## config.mk

```make
export PLATFORM = sky130hd
export DESIGN_NAME = sine_sweep_ctrl_flat
export DESIGN_NICKNAME = d
export VERILOG_FILES = /design/src/rtl/sine_ctrl_pkg.sv /design/src/rtl/sine_sweep_ctrl_if.sv /design/src/rtl/sine_sweep_ctrl_tone_timer.sv /design/src/rtl/sine_sweep_ctrl.sv /design/src/flat_wrapper.sv
export SDC_FILE = /design/constraint.sdc
export NUM_CORES = 1
export LEC_CHECK = 0
export ABC_AREA = 0
export CAP_MARGIN = 25
export CORE_ASPECT_RATIO = 0.7
export CORE_MARGIN = 3
export CORE_UTILIZATION = 58
export CTS_CLUSTER_DIAMETER = 80
export DETAILED_ROUTE_END_ITERATION = 10
export PLACE_DENSITY = 0.86
export REMOVE_ABC_BUFFERS = 1
export SLEW_MARGIN = 20
export SYNTH_ARGS = -nofsm -noshare
export SYNTH_HDL_FRONTEND = slang
export SYNTH_SLANG_ARGS = --single-unit
```

## constraint.sdc

```tcl
create_clock -name clk -period 20.7 [get_ports clk]
set_input_delay 4.14 -clock clk [delete_from_list [all_inputs] [get_ports clk]]
set_output_delay 4.14 -clock clk [all_outputs]
set_load 0.02 [all_outputs]
```

## src/rtl/sine_ctrl_pkg.sv

```systemverilog
// Shared definitions for the sine sweep sequencer.
//   sweep_state_t  : sequencer state encoding
//   SETTLE_DEFAULT : default CORDIC pipeline latency in cycles
//   max_int        : elaboration-time helper used for counter sizing
package sine_ctrl_pkg;

  localparam int SETTLE_DEFAULT = 16;

  typedef enum logic [1:0] {
    IDLE,
    SETTLE,
    DWELL,
    DONE
  } sweep_state_t;

  function automatic int max_int(input int a, input int b);
    return (a > b) ? a : b;
  endfunction

endpackage

```

## src/rtl/sine_sweep_ctrl_if.sv

```systemverilog
// Command/status bundle between the control register block (master) and the
// sweep sequencer (slave).
//   start/abort             : command strobes
//   f_start/f_stop/f_inc    : sweep frequency plan
//   dwell/phase_in          : valid cycles per tone, phase jump per tone
//   freq_step/phase_offset  : words driven to sine_generator
//   tone_valid/busy/done    : sequencer status
//   step_idx                : 0-based index of the tone being played
interface sine_sweep_ctrl_if #(
  parameter int WIDTH   = 24,
  parameter int DWELL_W = 16
);
  logic               start;
  logic               abort;
  logic [WIDTH-1:0]   f_start;
  logic [WIDTH-1:0]   f_stop;
  logic [WIDTH-1:0]   f_inc;
  logic [DWELL_W-1:0] dwell;
  logic [WIDTH-1:0]   phase_in;
  logic [WIDTH-1:0]   freq_step;
  logic [WIDTH-1:0]   phase_offset;
  logic               tone_valid;
  logic               busy;
  logic               done;
  logic [15:0]        step_idx;

  modport master (
    output start, abort, f_start, f_stop, f_inc, dwell, phase_in,
    input  freq_step, phase_offset, tone_valid, busy, done, step_idx
  );

  modport slave (
    input  start, abort, f_start, f_stop, f_inc, dwell, phase_in,
    output freq_step, phase_offset, tone_valid, busy, done, step_idx
  );
endinterface

```

## src/rtl/sine_sweep_ctrl_tone_timer.sv

```systemverilog
// Loadable down-counter shared by the SETTLE and DWELL phases.
//   clk, rst : clock, asynchronous active-high reset
//   load     : reload the counter with value (takes priority over counting)
//   value    : number of cycles the next phase lasts (>= 1)
//   expire   : high during the last cycle of the loaded phase
module tone_timer
  import sine_ctrl_pkg::*;
#(
  parameter int W = 16
) (
  input  logic         clk,
  input  logic         rst,
  input  logic         load,
  input  logic [W-1:0] value,
  output logic         expire
);

  logic [W-1:0] cnt;

  // NOTE: sequential state is updated with non-blocking assignments so every
  // flop samples pre-edge values regardless of process evaluation order.
  always_ff @(posedge clk or posedge rst) begin
    if (rst) begin
      cnt <= '0;
    end else if (load) begin
      cnt <= value;
    end else if (cnt != '0) begin
      cnt <= cnt - 1'b1;
    end
  end

  // A phase loaded with N runs N cycles; the count reads 1 on the last one.
  assign expire = (cnt == W'(1));

endmodule

```

## src/rtl/sine_sweep_ctrl.sv

```systemverilog
// Stepped-frequency sweep sequencer for sine_generator.
//   clk, rst : clock, asynchronous active-high reset
//   bus      : slave side of sine_sweep_ctrl_if (commands in, generator
//              words and status out)
// Plays f_start, f_start+f_inc, ... clamped to f_stop. Each tone waits SETTLE
// cycles for the CORDIC pipeline, then holds tone_valid for max(dwell,1).
module sine_sweep_ctrl
  import sine_ctrl_pkg::*;
#(
  parameter int WIDTH   = 24,
  parameter int DWELL_W = 16,
  parameter int SETTLE  = SETTLE_DEFAULT
) (
  input  logic               clk,
  input  logic               rst,
  sine_sweep_ctrl_if.slave   bus
);

  localparam int TW = max_int(DWELL_W, $clog2(SETTLE + 1));
  localparam logic [TW-1:0] SETTLE_LOAD = TW'(SETTLE);

  sweep_state_t       state, state_nx;
  logic [WIDTH-1:0]   freq_q, freq_nx;
  logic [WIDTH-1:0]   stop_q, inc_q, phase_q;
  logic [DWELL_W-1:0] dwell_q;
  logic [15:0]        idx_q, idx_nx;
  logic               accept;
  logic               tmr_load, tmr_expire;
  logic [TW-1:0]      tmr_value;
  logic [WIDTH:0]     sum_wide;
  logic [WIDTH-1:0]   freq_clamped;
  logic               last_tone;
  logic               active_nx, new_tone;

  logic [WIDTH-1:0]   freq_step_q, phase_offset_q;
  logic               tone_valid_q, busy_q, done_q;

  tone_timer #(.W(TW)) u_timer (
    .clk    (clk),
    .rst    (rst),
    .load   (tmr_load),
    .value  (tmr_value),
    .expire (tmr_expire)
  );

  // One extra bit keeps freq+inc from wrapping before the clamp.
  assign sum_wide     = {1'b0, freq_q} + {1'b0, inc_q};
  assign freq_clamped = (sum_wide >= {1'b0, stop_q}) ? stop_q : sum_wide[WIDTH-1:0];
  assign last_tone    = (inc_q == '0) || (freq_q >= stop_q);

  always_comb begin
    // NOTE: every signal gets a default first so no path leaves it unassigned
    // and no latch is inferred.
    state_nx  = state;
    freq_nx   = freq_q;
    idx_nx    = idx_q;
    accept    = 1'b0;
    tmr_load  = 1'b0;
    tmr_value = SETTLE_LOAD;
    unique case (state)
      IDLE: begin
        if (bus.start && !bus.abort) begin
          state_nx = sine_ctrl_pkg::SETTLE;
          accept   = 1'b1;
          tmr_load = 1'b1;
          freq_nx  = bus.f_start;
          idx_nx   = '0;
        end
      end
      sine_ctrl_pkg::SETTLE: begin
        if (bus.abort) begin
          state_nx = IDLE;
        end else if (tmr_expire) begin
          state_nx  = DWELL;
          tmr_load  = 1'b1;
          tmr_value = (dwell_q == '0) ? TW'(1) : TW'(dwell_q);
        end
      end
      DWELL: begin
        if (bus.abort) begin
          state_nx = IDLE;
        end else if (tmr_expire) begin
          if (last_tone) begin
            state_nx = DONE;
          end else begin
            state_nx = sine_ctrl_pkg::SETTLE;
            tmr_load = 1'b1;
            freq_nx  = freq_clamped;
            idx_nx   = (idx_q == 16'hFFFF) ? idx_q : idx_q + 16'd1;
          end
        end
      end
      DONE:    state_nx = IDLE;
      default: state_nx = IDLE;
    endcase
    if (state_nx == IDLE) idx_nx = '0;
  end

  assign active_nx = (state_nx == sine_ctrl_pkg::SETTLE) || (state_nx == DWELL);
  // First SETTLE cycle of a tone: entering SETTLE from IDLE or DWELL.
  assign new_tone  = (state_nx == sine_ctrl_pkg::SETTLE) && (state != sine_ctrl_pkg::SETTLE);

  // Outputs are flopped from next-state values so they line up with the
  // state they describe and carry no combinational path from the inputs.
  always_ff @(posedge clk or posedge rst) begin
    if (rst) begin
      state          <= IDLE;
      freq_q         <= '0;
      idx_q          <= '0;
      stop_q         <= '0;
      inc_q          <= '0;
      dwell_q        <= '0;
      phase_q        <= '0;
      freq_step_q    <= '0;
      phase_offset_q <= '0;
      tone_valid_q   <= 1'b0;
      busy_q         <= 1'b0;
      done_q         <= 1'b0;
    end else begin
      state  <= state_nx;
      freq_q <= freq_nx;
      idx_q  <= idx_nx;
      if (accept) begin
        stop_q  <= bus.f_stop;
        inc_q   <= bus.f_inc;
        dwell_q <= bus.dwell;
        phase_q <= bus.phase_in;
      end
      busy_q         <= active_nx;
      tone_valid_q   <= (state_nx == DWELL);
      done_q         <= (state_nx == DONE);
      freq_step_q    <= active_nx ? freq_nx : '0;
      phase_offset_q <= new_tone ? (accept ? bus.phase_in : phase_q) : '0;
    end
  end

  assign bus.freq_step    = freq_step_q;
  assign bus.phase_offset = phase_offset_q;
  assign bus.tone_valid   = tone_valid_q;
  assign bus.busy         = busy_q;
  assign bus.done         = done_q;
  assign bus.step_idx     = idx_q;

endmodule
```

## src/flat_wrapper.sv

```systemverilog
// flat-port wrapper written by rule: the top's interface ports become plain ports
module sine_sweep_ctrl_flat import sine_ctrl_pkg::*;
#(
  parameter int WIDTH   = 24,
  parameter int DWELL_W = 16,
  parameter int SETTLE  = SETTLE_DEFAULT
)
  (clk, rst, bus_start, bus_abort, bus_f_start, bus_f_stop, bus_f_inc, bus_dwell, bus_phase_in, bus_freq_step, bus_phase_offset, bus_tone_valid, bus_busy, bus_done, bus_step_idx);
  sine_sweep_ctrl_if #(.WIDTH(WIDTH), .DWELL_W(DWELL_W)) bus_i ();
  input  logic clk;
  input  logic rst;
  input wire logic [$bits(bus_i.start)-1:0] bus_start;
  input wire logic [$bits(bus_i.abort)-1:0] bus_abort;
  input wire logic [$bits(bus_i.f_start)-1:0] bus_f_start;
  input wire logic [$bits(bus_i.f_stop)-1:0] bus_f_stop;
  input wire logic [$bits(bus_i.f_inc)-1:0] bus_f_inc;
  input wire logic [$bits(bus_i.dwell)-1:0] bus_dwell;
  input wire logic [$bits(bus_i.phase_in)-1:0] bus_phase_in;
  output wire logic [$bits(bus_i.freq_step)-1:0] bus_freq_step;
  output wire logic [$bits(bus_i.phase_offset)-1:0] bus_phase_offset;
  output wire logic [$bits(bus_i.tone_valid)-1:0] bus_tone_valid;
  output wire logic [$bits(bus_i.busy)-1:0] bus_busy;
  output wire logic [$bits(bus_i.done)-1:0] bus_done;
  output wire logic [$bits(bus_i.step_idx)-1:0] bus_step_idx;
  assign bus_i.start = bus_start;
  assign bus_i.abort = bus_abort;
  assign bus_i.f_start = bus_f_start;
  assign bus_i.f_stop = bus_f_stop;
  assign bus_i.f_inc = bus_f_inc;
  assign bus_i.dwell = bus_dwell;
  assign bus_i.phase_in = bus_phase_in;
  assign bus_freq_step = bus_i.freq_step;
  assign bus_phase_offset = bus_i.phase_offset;
  assign bus_tone_valid = bus_i.tone_valid;
  assign bus_busy = bus_i.busy;
  assign bus_done = bus_i.done;
  assign bus_step_idx = bus_i.step_idx;
  sine_sweep_ctrl #(.WIDTH(WIDTH), .DWELL_W(DWELL_W), .SETTLE(SETTLE)) u_core (.clk(clk), .rst(rst), .bus(bus_i));
endmodule
```

==> impl_results.md <==
- HP Class: flip-flop to flip-flop
- Run status: complete, no violations
- Clock insertion delay at the later pin of the skew report: between 400 and 500 ps
- Reg2reg start: u_core.inc_q[0]
- Max Buffers Root-to-Sink: 2
- Synth warn: 0
- Crit path setup slack, layout: about 14000 ps
- Cell Count, Final, Fillers Out: around 1500
- Largest net degree at the start of global routing: roughly 130
- WS Path Type: primary input to flip-flop
- Total CTS buffers: 17
- Setup TNS Final: 0 ps
- Via density: roughly 6.1
- WHS Endpoint: u_core.phase_q[21]
- Min-Delay Path Depth: 1
- Layout cells sized above 1: 11.0%
- Seq/Total Area, Yosys: roughly 46%
- Place WS: 13300 ps
- Reg2reg setup slack: 15050 ps
- Inst Count DP: ~1400
- Synthesized cell area: 10800 um2
- Relative slew slack: between 30% and 40%
- Pwr dens: roughly 110 nW/um2
- Tcrit/Tclk final: between 30% and 40%
- Grt ovf: 0
- Final setup fails: 0
- Root Driver: clkbuf_16
- Max frequency: 142 MHz
- Area Overhead vs Synth: 24.6%
- Max Slew Vio Count: 0
- Clk sinks: approximately 200
- R2R depth: 18
- Vias: between 8000 and 9000
- WL/cell: roughly 20 um
- Final core occ: between 70% and 80%
- # resized after CTS: 0
- Setup Buffers After CTS: 0
- Synth cell types: between 70 and 80
- RSZ-0062 raised after global routing: no
- WL final: 28800 um
- Ys async rst share: 100%
- Hold Vio Cnt, Final: 0
- Worst EP required: 21020 ps
- Peak supply drop: 0.0569 mV
- Min-Delay Startpoint: u_core.phase_q[21]
- Sequential cell area: 4930 um2
- Rows: a little over 40
- Syn avg cell area: 10.4 um2
- Ys flop type: dfrtp_1
- Die ar.: roughly 20000 um2
- Number of synthesized flops with an enable pin: 0
- I/O Pins: about 180
- Multi-input logic area: approximately 5600 um2
- # diodes: 0
- Worst Path Max Fanout: 21
- Port buffer count: between 150 and 200
- CTS Hold Buffers Added: 0
- Vias in the first global route: around 8600
- TritonCTS clock tree: yes
- Initial Utilization: approximately three fifths
- Post-DP HPWL: 20900 um
- Die height: roughly 120 um
- WP data arrival: around 7300 ps
- Routed Antenna Nets: 0
- Clk slew on worst S/H paths: approximately 80 ps
- Crit end category: flip-flop
- Number of max-cap violations: 0
- Worst-Margin Slew: 961 ps
- Crit Reg-Reg Endpoint: u_core.bus.freq_step[15]
- Initial antenna violation count: 0
- Static leakage: 5.79 nW
- Worst setup SP type: primary input
- Routability Congestion: around 0.95
- DRT Pass-1 Iters: 7
- Die span in x: 169 um
- Filler instances: 1255
- Layout Nets: approximately 1400
- Core ar.: 18100 um2
- Register bit total from synthesis: approximately 200
- Total GRT Usage: 28.4%
- Mapped Cells: 1035
- 1st-iter DRT viols: ~1100
- H-tree depth: 4
- Setup Skew: between 9 and 10 ps
- Residual DRC: 0
- Final min period: between 7000 and 8000 ps
- First-pass GRT wire length: approximately 46000 um
[flip-flops by register name, summed over array words and instances, names as in the netlist]
signal                   cells
u_core.bus.done              1
u_core.inc_q                24
u_core.dwell_q              16
u_core.bus.tone_valid        1
u_core.bus.step_idx         16
u_core.u_timer.cnt          16
u_core.stop_q               24
u_core.bus.phase_offset     24
u_core.phase_q              24
u_core.bus.busy              1
u_core.state                 2
u_core.bus.freq_step        24
u_core.freq_q               24
[cell usage after synthesis, types with 21 or more instances]
| master | n | share of area [%] |
|---|---|---|
| a21oi_1 | 46 | 2.1 |
| clkbuf_1 | 22 | 0.77 |
| dfrtp_1 | 197 | 46 |
| ha_1 | 79 | 9.2 |
| inv_1 | 44 | 1.5 |
| mux2_2 | 67 | 7.0 |
| mux2i_1 | 21 | 1.9 |
| nand2_1 | 90 | 3.1 |
| nor2_1 | 49 | 1.7 |
| nor2b_1 | 35 | 2.0 |
| nor3_1 | 22 | 1.0 |
| o21ai_0 | 79 | 3.7 |
| xnor2_1 | 22 | 1.8 |
[layout by cell type, fill, tap and decap left out, drive strengths merged, types with 4 or more instances in the layout]
cell type / count
o31ai: 7
nand2b: 9
a221o: 4
nor4: 17
a21oi: 46
or2: 6
o22ai: 16
nand3: 19
a2111oi: 4
nor3: 23
mux2: 67
nor2b: 35
nand2: 90
and2: 9
inv: 51
xor2: 10
a22oi: 23
nor3b: 7
and3: 6
a211o: 5
nand4: 12
ha: 79
buf: 9
mux2i: 22
o21a: 6
xnor2: 22
dfrtp: 197
nor2: 49
clkdlybuf4s50: 182
a21o: 10
a211oi: 10
o21ai: 90
a31oi: 4
clkbuf: 18
or3: 5
clkinv: 6
[report_power, final]
part / switching [W] / internal, W
clock network: 0.000164 / 0.000164
registers: 0.0000654 / 0.000456
logic: 0.000383 / 0.000296
[final cells by class]
class | count | share of cell area, %
clock buffer | 18 | 3.27
inverter | 44 | 1.28
multi-input combinational | 759 | 41.3
clock inverter | 14 | 1.04
sequential | 197 | 36.7
timing repair buffer | 191 | 14.2
tap | 236 | 2.20
[routing by layer]
metal  share of wire [%]  GRT usage [%]  vias up
li1                    -              -     4150
met1                  46           44.1     4322
met2                  43           41.1      441
met3                  10           5.63       33
met4                 1.3           6.84        0
met5                   0              0        -
[worst max-delay path, cell delays in order]
cell             delay [ps]
clkdlybuf4s50_1         520
nor2_1                  430
nand2_1                 130
o21ai_0                 430
ha_1                    440
inv_1                   750
nor4_1                  190
a221o_1                 310
[metrics by stage]
step                hold WS [ps]  cell area [um2]  total power, W
finish                       494            13400         0.00153
global route                 510            13400         0.00162
CTS                          497            13400         0.00151
detailed placement           480            12800         0.00118
global placement             474            12800         0.00116
floorplan                    467            10600        0.000988
[logic make-up (layout without fill, tap and decap cells)]
| group | Yosys count | count (layout) | synth area share, % |
|---|---|---|---|
| DFF | 197 | 197 | 45.7 |
| buffers and inverters | 79 | 267 | 2.89 |
| muxes | 89 | 89 | 9.07 |
| AOI/OAI and AO/OA | 258 | 258 | 15.9 |
| adders and majority gates | 80 | 80 | 9.35 |
| and+or+nand+nor | 300 | 300 | 14.5 |
| xor gates and xnor gates | 32 | 32 | 2.60 |
[how the worst max path moves through the flow]
stage                                    end  depth (start not counted)      start  slack (ps)
floorplan             u_core.u_timer.cnt[10]                          4  bus_abort         650
global placement      u_core.bus.step_idx[6]                         10  bus_abort       13510
detailed placement    u_core.bus.step_idx[6]                         10  bus_abort       13300
CTS                   u_core.bus.step_idx[3]                         10  bus_abort       13730
global route        u_core.bus.freq_step[23]                          8  bus_abort       13540
finish              u_core.bus.freq_step[23]                          8  bus_abort       13680
(Power assumes the default switching activity.)
